===== config.mk =====
export PLATFORM = sky130hd
export DESIGN_NAME = spi_ctrl
export DESIGN_NICKNAME = d
export VERILOG_FILES = /design/src/rtl/spi_ctrl_pkg.sv /design/src/rtl/spi_arb.sv /design/src/rtl/spi_ctrl.sv
export SDC_FILE = /design/constraint.sdc
export NUM_CORES = 1
export LEC_CHECK = 0
export CAP_MARGIN = 25
export CORE_UTILIZATION = 45
export DETAILED_ROUTE_END_ITERATION = 8
export PLACE_DENSITY = 0.83
export SYNTH_ARGS = -nofsm -noshare
export SYNTH_HDL_FRONTEND = slang
export SYNTH_SLANG_ARGS = --single-unit

===== constraint.sdc =====
create_clock -name clk -period 5.8 [get_ports clk]
set_input_delay 1.16 -clock clk [delete_from_list [all_inputs] [get_ports clk]]
set_output_delay 1.16 -clock clk [all_outputs]
set_load 0.02 [all_outputs]

===== src/rtl/spi_ctrl_pkg.sv =====
`default_nettype none
//==============================================================================
// Module      : spi_ctrl_pkg
// Description : Shared definitions for the spi_ctrl sequencer/arbiter:
//               FSM state encoding, control/status bit positions, the fill
//               byte sent on reads and the control register reset value.
// Ports       : none (package)
// Revision    : 1.0 - initial release
//==============================================================================
package spi_ctrl_pkg;

  // Sequencer states. WAIT covers an engine that may still be mid-byte after
  // a reset, since the engine itself is not reset.
  typedef enum logic [1:0] {
    ST_WAIT  = 2'd0,
    ST_IDLE  = 2'd1,
    ST_SHIFT = 2'd2,
    ST_DONE  = 2'd3
  } spi_state_t;

  // Control register bit positions
  localparam int CB_SDCS = 0;
  localparam int CB_FLCS = 1;
  localparam int CB_MODE = 2;

  // Status register bit positions
  localparam int SB_BUSY = 0;
  localparam int SB_PEND = 1;
  localparam int SB_OVR  = 2;

  localparam logic [7:0] FILL_BYTE = 8'hFF;
  localparam logic [7:0] CTRL_RST  = 8'h03;

  function automatic logic [7:0] pack_status(input logic busy,
                                             input logic pend,
                                             input logic ovr);
    logic [7:0] s;
    s          = '0;
    s[SB_BUSY] = busy;
    s[SB_PEND] = pend;
    s[SB_OVR]  = ovr;
    return s;
  endfunction

endpackage
`default_nettype wire


===== src/rtl/spi_arb.sv =====
`default_nettype none
//==============================================================================
// Module      : spi_arb
// Description : Two-requester last-served arbiter (CPU vs DMA). With a single
//               requester that requester wins; with both, the one not served
//               last wins, so neither waits more than one byte.
// Ports       : clk, rst_n          - clock, async active-low reset
//               cpu, dma            - request levels
//               grant_en            - a grant is being taken this cycle
//               grant_dma           - 1: DMA wins, 0: CPU wins
// Revision    : 1.0 - initial release
//==============================================================================
module spi_arb
  import spi_ctrl_pkg::*;
(
  input  logic clk,
  input  logic rst_n,
  input  logic cpu,
  input  logic dma,
  input  logic grant_en,
  output logic grant_dma
);

  logic r_last_dma;

  assign grant_dma = dma & (~cpu | ~r_last_dma);

  always_ff @(posedge clk or negedge rst_n) begin
    if (!rst_n) begin
      r_last_dma <= 1'b0;
    end else if (grant_en) begin
      r_last_dma <= grant_dma;
    end
  end

endmodule
`default_nettype wire


===== src/rtl/spi_ctrl.sv =====
`default_nettype none
//==============================================================================
// Module      : spi_ctrl
// Description : Sequencer and arbiter in front of the SPI byte-exchange
//               engine. Holds the CS/mode control register and a one-entry
//               CPU request latch, arbitrates the engine between CPU and DMA,
//               never lets a start through while a byte is in flight, and
//               returns each received byte to its requester.
// Ports       : clk, rst_n                    - clock, async active-low reset
//               cpu_wr_data/cpu_rd_data       - CPU send strobes (data / 8'hFF)
//               cpu_wr_ctrl, cpu_din          - control write strobe, CPU data
//               cpu_dout, status              - CPU result byte, status byte
//               sd_cs_n, fl_cs_n              - chip selects
//               dma_req/dma_wr/dma_din        - DMA request, direction, data
//               dma_ack/dma_dout              - DMA byte done, received byte
//               eng_req/eng_din/eng_mode      - engine request, data, CPHA
//               eng_start/eng_dout            - engine start strobe, result
// Revision    : 1.0 - initial release
//==============================================================================
module spi_ctrl #(
  parameter int         BYTE_CLKS = 16,
  parameter logic [7:0] CTRL_RST  = spi_ctrl_pkg::CTRL_RST
) (
  input  logic       clk,
  input  logic       rst_n,
  input  logic       cpu_wr_data,
  input  logic       cpu_rd_data,
  input  logic       cpu_wr_ctrl,
  input  logic [7:0] cpu_din,
  output logic [7:0] cpu_dout,
  output logic [7:0] status,
  output logic       sd_cs_n,
  output logic       fl_cs_n,
  input  logic       dma_req,
  input  logic       dma_wr,
  input  logic [7:0] dma_din,
  output logic       dma_ack,
  output logic [7:0] dma_dout,
  output logic       eng_req,
  output logic [7:0] eng_din,
  output logic       eng_mode,
  input  logic       eng_start,
  input  logic [7:0] eng_dout
);
  import spi_ctrl_pkg::*;

  localparam logic [4:0] c_WAIT_LOAD  = 5'(BYTE_CLKS + 1);
  localparam logic [4:0] c_SHIFT_LOAD = 5'(BYTE_CLKS - 1);

  spi_state_t r_state;
  spi_state_t w_state_nxt;
  logic [4:0] r_cnt;
  logic [4:0] w_cnt_nxt;

  logic [2:0] r_ctrl;
  logic       r_mode_act;
  logic       r_cpu_pend;
  logic       r_overrun;
  logic       r_own_dma;
  logic [7:0] r_cpu_byte;
  logic [7:0] r_cpu_dout;
  logic [7:0] r_dma_dout;

  logic       w_cpu_strobe;
  logic [7:0] w_cpu_load;
  logic       w_req;
  logic       w_start;
  logic       w_done;
  logic       w_grant_dma;
  logic       w_cpu_clr;
  logic       w_ack;

  assign w_cpu_strobe = cpu_wr_data | cpu_rd_data;
  assign w_cpu_load   = cpu_wr_data ? cpu_din : FILL_BYTE;
  assign w_req        = r_cpu_pend | dma_req;

  //--------------------------------------------------------------------------
  // Arbiter: grant taken only on an accepted engine start
  //--------------------------------------------------------------------------
  spi_arb u_arb (
    .clk       (clk),
    .rst_n     (rst_n),
    .cpu       (r_cpu_pend),
    .dma       (dma_req),
    .grant_en  (w_start),
    .grant_dma (w_grant_dma)
  );

  //--------------------------------------------------------------------------
  // FSM: state register
  //--------------------------------------------------------------------------
  always_ff @(posedge clk or negedge rst_n) begin
    if (!rst_n) begin
      r_state <= ST_WAIT;
      r_cnt   <= c_WAIT_LOAD;
    end else begin
      r_state <= w_state_nxt;
      r_cnt   <= w_cnt_nxt;
    end
  end

  //--------------------------------------------------------------------------
  // FSM: next state and per-state strobes
  //--------------------------------------------------------------------------
  always_comb begin
    w_state_nxt = r_state;
    w_cnt_nxt   = r_cnt;
    eng_req     = 1'b0;
    w_start     = 1'b0;
    w_done      = 1'b0;
    case (r_state)
      ST_WAIT: begin
        // IDLE is reached on the edge where the count hits zero
        if (r_cnt <= 5'd1) begin
          w_state_nxt = ST_IDLE;
          w_cnt_nxt   = '0;
        end else begin
          w_cnt_nxt = r_cnt - 5'd1;
        end
      end
      ST_IDLE: begin
        eng_req = w_req;
        if (eng_start && w_req) begin
          w_start     = 1'b1;
          w_cnt_nxt   = c_SHIFT_LOAD;
          w_state_nxt = ST_SHIFT;
        end
      end
      ST_SHIFT: begin
        if (r_cnt == 5'd0) begin
          w_state_nxt = ST_DONE;
        end else begin
          w_cnt_nxt = r_cnt - 5'd1;
        end
      end
      ST_DONE: begin
        w_done      = 1'b1;
        w_state_nxt = ST_IDLE;
      end
      default: begin
        w_state_nxt = ST_WAIT;
        w_cnt_nxt   = c_WAIT_LOAD;
      end
    endcase
  end

  assign w_cpu_clr = w_start & ~w_grant_dma;
  assign w_ack     = w_done & r_own_dma;

  //--------------------------------------------------------------------------
  // Control register and active mode. The mode is copied on every edge that
  // lands in IDLE, so it is settled before a start and frozen while shifting.
  //--------------------------------------------------------------------------
  always_ff @(posedge clk or negedge rst_n) begin
    if (!rst_n) begin
      r_ctrl     <= CTRL_RST[2:0];
      r_mode_act <= 1'b0;
    end else begin
      if (cpu_wr_ctrl) begin
        r_ctrl <= cpu_din[2:0];
      end
      if (w_state_nxt == ST_IDLE) begin
        r_mode_act <= r_ctrl[CB_MODE];
      end
    end
  end

  //--------------------------------------------------------------------------
  // CPU request latch. A strobe is dropped only if the latch stays full this
  // cycle; a strobe on the CPU start cycle refills the emptying latch.
  //--------------------------------------------------------------------------
  always_ff @(posedge clk or negedge rst_n) begin
    if (!rst_n) begin
      r_cpu_pend <= 1'b0;
      r_cpu_byte <= FILL_BYTE;
      r_overrun  <= 1'b0;
    end else begin
      if (cpu_wr_ctrl) begin
        r_overrun <= 1'b0;
      end
      if (w_cpu_strobe && r_cpu_pend && !w_cpu_clr) begin
        r_overrun <= 1'b1;
      end else if (w_cpu_strobe) begin
        r_cpu_pend <= 1'b1;
        r_cpu_byte <= w_cpu_load;
      end else if (w_cpu_clr) begin
        r_cpu_pend <= 1'b0;
      end
    end
  end

  //--------------------------------------------------------------------------
  // Ownership and result capture
  //--------------------------------------------------------------------------
  always_ff @(posedge clk or negedge rst_n) begin
    if (!rst_n) begin
      r_own_dma  <= 1'b0;
      r_cpu_dout <= FILL_BYTE;
      r_dma_dout <= FILL_BYTE;
    end else begin
      if (w_start) begin
        r_own_dma <= w_grant_dma;
      end
      if (w_done) begin
        if (r_own_dma) begin
          r_dma_dout <= eng_dout;
        end else begin
          r_cpu_dout <= eng_dout;
        end
      end
    end
  end

  //--------------------------------------------------------------------------
  // Outputs. The DMA byte is passed straight through during the ack cycle so
  // it is valid together with dma_ack, then held from the register.
  //--------------------------------------------------------------------------
  assign eng_din  = w_grant_dma ? (dma_wr ? dma_din : FILL_BYTE) : r_cpu_byte;
  assign eng_mode = r_mode_act;
  assign sd_cs_n  = r_ctrl[CB_SDCS];
  assign fl_cs_n  = r_ctrl[CB_FLCS];
  assign dma_ack  = w_ack;
  assign dma_dout = w_ack ? eng_dout : r_dma_dout;
  assign cpu_dout = r_cpu_dout;
  assign status   = pack_status((r_state != ST_IDLE) | r_cpu_pend,
                                r_cpu_pend, r_overrun);

endmodule
`default_nettype wire


* Word-level counts from Yosys, hierarchy flattened
Cells that the tools add are included.
** Word-level totals
- Flip-flop bits (word level) :: 38
- Input port bits :: 32
- Output and inout port bits :: 37
- Logic and storage cells :: 64
** Operators by class
- $add $sub $neg :: 1
- Order comparisons :: 1
- Equality and inequality tests :: 7
- Muxes and demuxes :: 20
- Bitwise logic cells :: 11
- Reduce and logical (&&, ||, !) cells :: 14
** Operator list (number)
- 8-bit 2-to-1 mux :: 4
- 5-bit 2-to-1 mux :: 3
- 5-bit case mux with 3 select lines :: 1
- 1-bit 2-to-1 mux :: 8
- 2-bit case mux with 4 select lines :: 1
- 2-bit AND reduction :: 4
- 2-bit 2-to-1 mux :: 3
- 5-bit by 1-bit <= comparator with 1-bit output, second input constant :: 1
- 5-bit logical NOT :: 1
- 5-bit by 1-bit subtractor with 5-bit output, second input constant :: 1
- 2-bit by 1-bit equality test with 1-bit output, second input constant :: 2
- 2-bit equality test, second input constant :: 2
- 2-bit != test, second input constant :: 2
- 1-bit inverter :: 4
- 1-bit OR :: 4
- 2-bit nonzero test :: 2
- 1-bit AND :: 3
- 1-bit logical AND :: 3
- 3-bit AND reduction :: 1
- 3-bit nonzero test :: 1
- 2-bit logical NOT :: 1
- 2-bit by 1-bit != test with 1-bit output, second input constant :: 1
- 1-bit logical NOT :: 1

* Longest topological paths before layout
- Word-level depth :: 9
- Depth in mapped cells :: 8
- Mapped depth without buffers :: 7

* Cells and area by module
From an unflattened synthesis, not the netlist that was laid out.
** Unflattened totals
- Cells, all modules :: 157
- Area total of the unflattened synthesis :: 1968.1 µm²
** Modules (own cells, without submodules)
- spi_ctrl :: times used 1, cells an instance 154, area each 1916.8 µm², seq. area each 985.9 µm²
- spi_arb :: times used 1, cells an instance 3, area each 51.3 µm², seq. area each 25.0 µm²

* Worst setup path after synthesis
No wires, ideal clock.
- Path type :: in2out
- Start point :: in dma_req
- End point :: out eng_din[5]
- Arrival :: 2195 ps
- Data required time :: 4640 ps
- Setup slack :: 2445 ps
- Cell stages on the path :: 4
- Path buffers :: 1
- Path through :: a21boi_1 buf_2 nor2_1 a31oi_1
** Between the ends
- Word-level cells in the longest chain between the ends :: 2
** Ends and longest elaborated chain
- start, declared :: line spi_ctrl.sv:34 : input logic dma_req,
- 1-bit AND :: line spi_arb.sv:26 : assign grant_dma = dma & (~cpu | ~r_last_dma);
- 8-bit 2-to-1 mux :: line spi_ctrl.sv:218 : assign eng_din = w_grant_dma ? (dma_wr ? dma_din : FILL_BYTE) : r_cpu_byte;
- end, declared :: line spi_ctrl.sv:40 : output logic [7:0] eng_din,
Every way passes these cells.

* Final worst setup path
- Start point :: in dma_req
- End point :: out eng_din[4]
Same word-level chain as after synthesis.

==> flow_summary.json <==
{
  "gp_congestion": 0.7434,
  "postSynthAreaPerCell_um2": 11.56,
  "finClkSkew_ps": 5.061,
  "start_util": 0.4783,
  "drtAntennaViolNets": 0,
  "setup_tns_ps": 0,
  "diodes": 0,
  "status": "finished, final reports clean",
  "grt_pass1_vias": 1481,
  "port_buffers": 63,
  "critPathLaunch": "dma_req",
  "grt_overflow_total": 0,
  "max_freq_mhz": 243.0,
  "synth_area_leader_cell": "dfstp_2",
  "cts_hold_buf": 0,
  "finalNetCount": 271,
  "grt_first_pass_wirelength_um": 6617,
  "cp-end-kind": "output port",
  "synthCells": 169,
  "ctsHtreeMaxLevel": 2,
  "synth_top_area_frac": 0.3764,
  "critical_path.most_common_cell": "clkdlybuf4s50_1",
  "path_buf_inv": 3,
  "ys_seq_elements": 38,
  "drt-pass1-iter-count": 5,
  "critPathRequiredTime_ps": 4640,
  "p_per_area_nw_per_um2": 567.0,
  "multi_input_area_um2": 850.8,
  "worstPathCellList": "clkdlybuf4s50_1, a21boi_1, buf_4, nor2_1, a31oi_1, clkdlybuf4s50_1",
  "ioPinCount": 69,
  "n_fill_cell": 322,
  "placedCellCount": 276,
  "synthTopCellsByCount": "dfstp_2 (28), mux2_2 (20), inv_1 (15), nor2_1 (12), dfrtp_1 (10)",
  "dp_hpwl_um": 2988,
  "setup_viol": 0,
  "die_w_um": 67.90,
  "seq_area_frac_synth": 0.5045,
  "cts_tree": "done",
  "synthTopCellsByArea": "dfstp_2 (38%), dfrtp_1 (13%), mux2_2 (12%)",
  "slew_violations": 0,
  "yosysMostFrequentCell": "dfstp_2",
  "vias_per_cell": 5.211,
  "cp-start-kind": "primary input",
  "cts-root-buf": "clkbuf_8",
  "synthFlopType": "dfstp_2",
  "wl_per_cell_um": 14.16,
  "seqCellArea_um2": 985.9,
  "rsz0062_at_grt": "false",
  "fin_cells": 284,
  "postCtsSetupBuffers": 0,
  "grt_max_degree": 39,
  "ys_warn_count": 0,
  "routed_wl_um": 4021,
  "worstReg2RegStart": "r_cnt[0]$_DFFE_PN1P_",
  "min_period_over_period": 0.7095,
  "clkLatencyLatePin_ps": 290,
  "ys_types": 41,
  "cts_resized": 0,
  "antenna_found_initial": 0,
  "grt_util_all_layers": 0.1979,
  "cp_slowest_cell": "clkdlybuf4s50_1",
  "hold_viol": 0,
  "drtIter0Drc": 46,
  "p_leak_nw": 1.099,
  "path_delay_family": "buffers and inverters",
  "vias": 1480,
  "worstMarginPinSlew_ps": 823.7,
  "syn_area_um2": 1954,
  "hold_path.class": "flip-flop to flip-flop",
  "critPathKind": "primary input to output port",
  "synthToLayoutAreaGrowth_pct": 37.07,
  "slew_headroom": 0.4509,
  "finalCriticalPeriod_ps": 4115,
  "hp-start": "r_cnt[4]$_DFFE_PN1P_",
  "post-route-drc-count": 0,
  "cp_max_fo": 17,
  "die_area_um2": 4610,
  "drive_above_1_share": 0.2906,
  "die_h_um": 67.90,
  "cts_buffer_depth": 2,
  "cts_sinks": 38,
  "maxCapViolCount": 0,
  "cpPeakStageDelay_ps": 640,
  "clk_pin_slew_ps": 80,
  "core_area_um2": 4086,
  "vdd_drop_max_mv": 0.2949,
  "numCtsBuffers": 5,
  "floorplan.rows": 23,
  "cp.arrival_ps": 2960,
  "ys_async_sr_fraction": 1.000,
  "synth_edf_count": 0
}
## power by group
part           leakage (nW)  switching (mW)  total [mW]  internal (mW)
Combinational         0.642           0.400       0.814          0.414
Sequential            0.413          0.0745       0.525          0.451
Clock                0.0441          0.0956       0.180         0.0844
Total                  1.10           0.570        1.52          0.949
## path summary, 6_finish.rpt
kind / end / slack [ps] / cells after the start
hold / removal: r_cnt[4]$_DFFE_PN1P_ / 500 / 1
max in group asynchronous: r_state[1]$_DFF_PN0_ / 4330 / 1
setup / recovery: eng_din[4] / 1680 / 6
setup reg to reg: eng_mode$_DFFE_PN0N_ / 3500 / 7
min in group asynchronous: r_cnt[2]$_DFFE_PN0P_ / 960 / 1
hold reg to reg: r_cnt[4]$_DFFE_PN1P_ / 500 / 1
## layout make-up
cell class / instances / area share
repair buffers: 64 / 0.2363
inverters: 15 / 0.02102
clock inverters: 3 / 0.007940
well taps: 50 / 0.02335
multi-input cells: 109 / 0.3176
flip-flops and latches: 38 / 0.3681
clock buffers: 5 / 0.02569
## per-layer routing
metal | track usage | vias up | share of wire
met5 | 0 | - | 0
met4 | 0.07813 | 0 | 0.010
met3 | 0.09500 | 4 | 0.090
met2 | 0.3230 | 48 | 0.48
met1 | 0.2219 | 715 | 0.42
li1 | - | 713 | -
## worst reg2reg max path: stages, from the launching register on
cell and delay, ps:
dfstp_2 580, inv_1 50, ha_1 210, nor3b_2 180
and3b_4 210, a211oi_4 480, a211oi_2 160, mux2_4 320
## sequential cells by signal (all words and copies together) (netlist names)
register and flops:
u_arb.r_last_dma 1, cpu_dout 8, eng_mode 1, r_cnt 5, r_overrun 1, r_cpu_pend 1, r_dma_dout 8, r_state 2
r_ctrl 3, r_cpu_byte 8
## through the flow
step                utilization  setup slack [ps]  instance area [um^2]  hold WS [ps]  power [mW]
floorplan                     -              2445                  1969         474.4       1.063
global placement         0.6335              1753                  2589         490.2       1.323
detailed placement       0.6335              1710                  2589         493.2       1.345
CTS                      0.6555              1669                  2679         504.9       1.536
global route             0.6555              1517                  2679         511.8       1.625
finish                   0.6555              1685                  2679         503.6       1.519
## cells by family (layout without fill, tap and decap cells)
logic type	Yosys count	count (layout)	synth area share
AO/OA/AOI/OAI	44	44	0.1761
adder cells (fa/ha/maj)	6	6	0.03841
buffers and inverters	26	87	0.06785
flip-flops	38	38	0.5045
multiplexers	22	22	0.1300
other	1	5	0.001919
AND/OR/NAND/NOR	32	32	0.08130
## placed cells by master, fill, tap and decap left out, drive strengths merged, types with 2 or more instances in the layout
| master | count |
|---|---|
| nand2b | 3 |
| ha | 6 |
| dfstp | 28 |
| clkdlybuf4s50 | 62 |
| nor2 | 12 |
| a211oi | 2 |
| inv | 15 |
| nor2b | 2 |
| clkbuf | 5 |
| nor3 | 2 |
| a22o | 2 |
| buf | 2 |
| o21a | 4 |
| a31oi | 8 |
| nand2 | 9 |
| dfrtp | 10 |
| o21ai | 11 |
| conb | 5 |
| clkinv | 2 |
| mux2 | 21 |
| o22a | 8 |
Power figures use the tool's default switching activity.
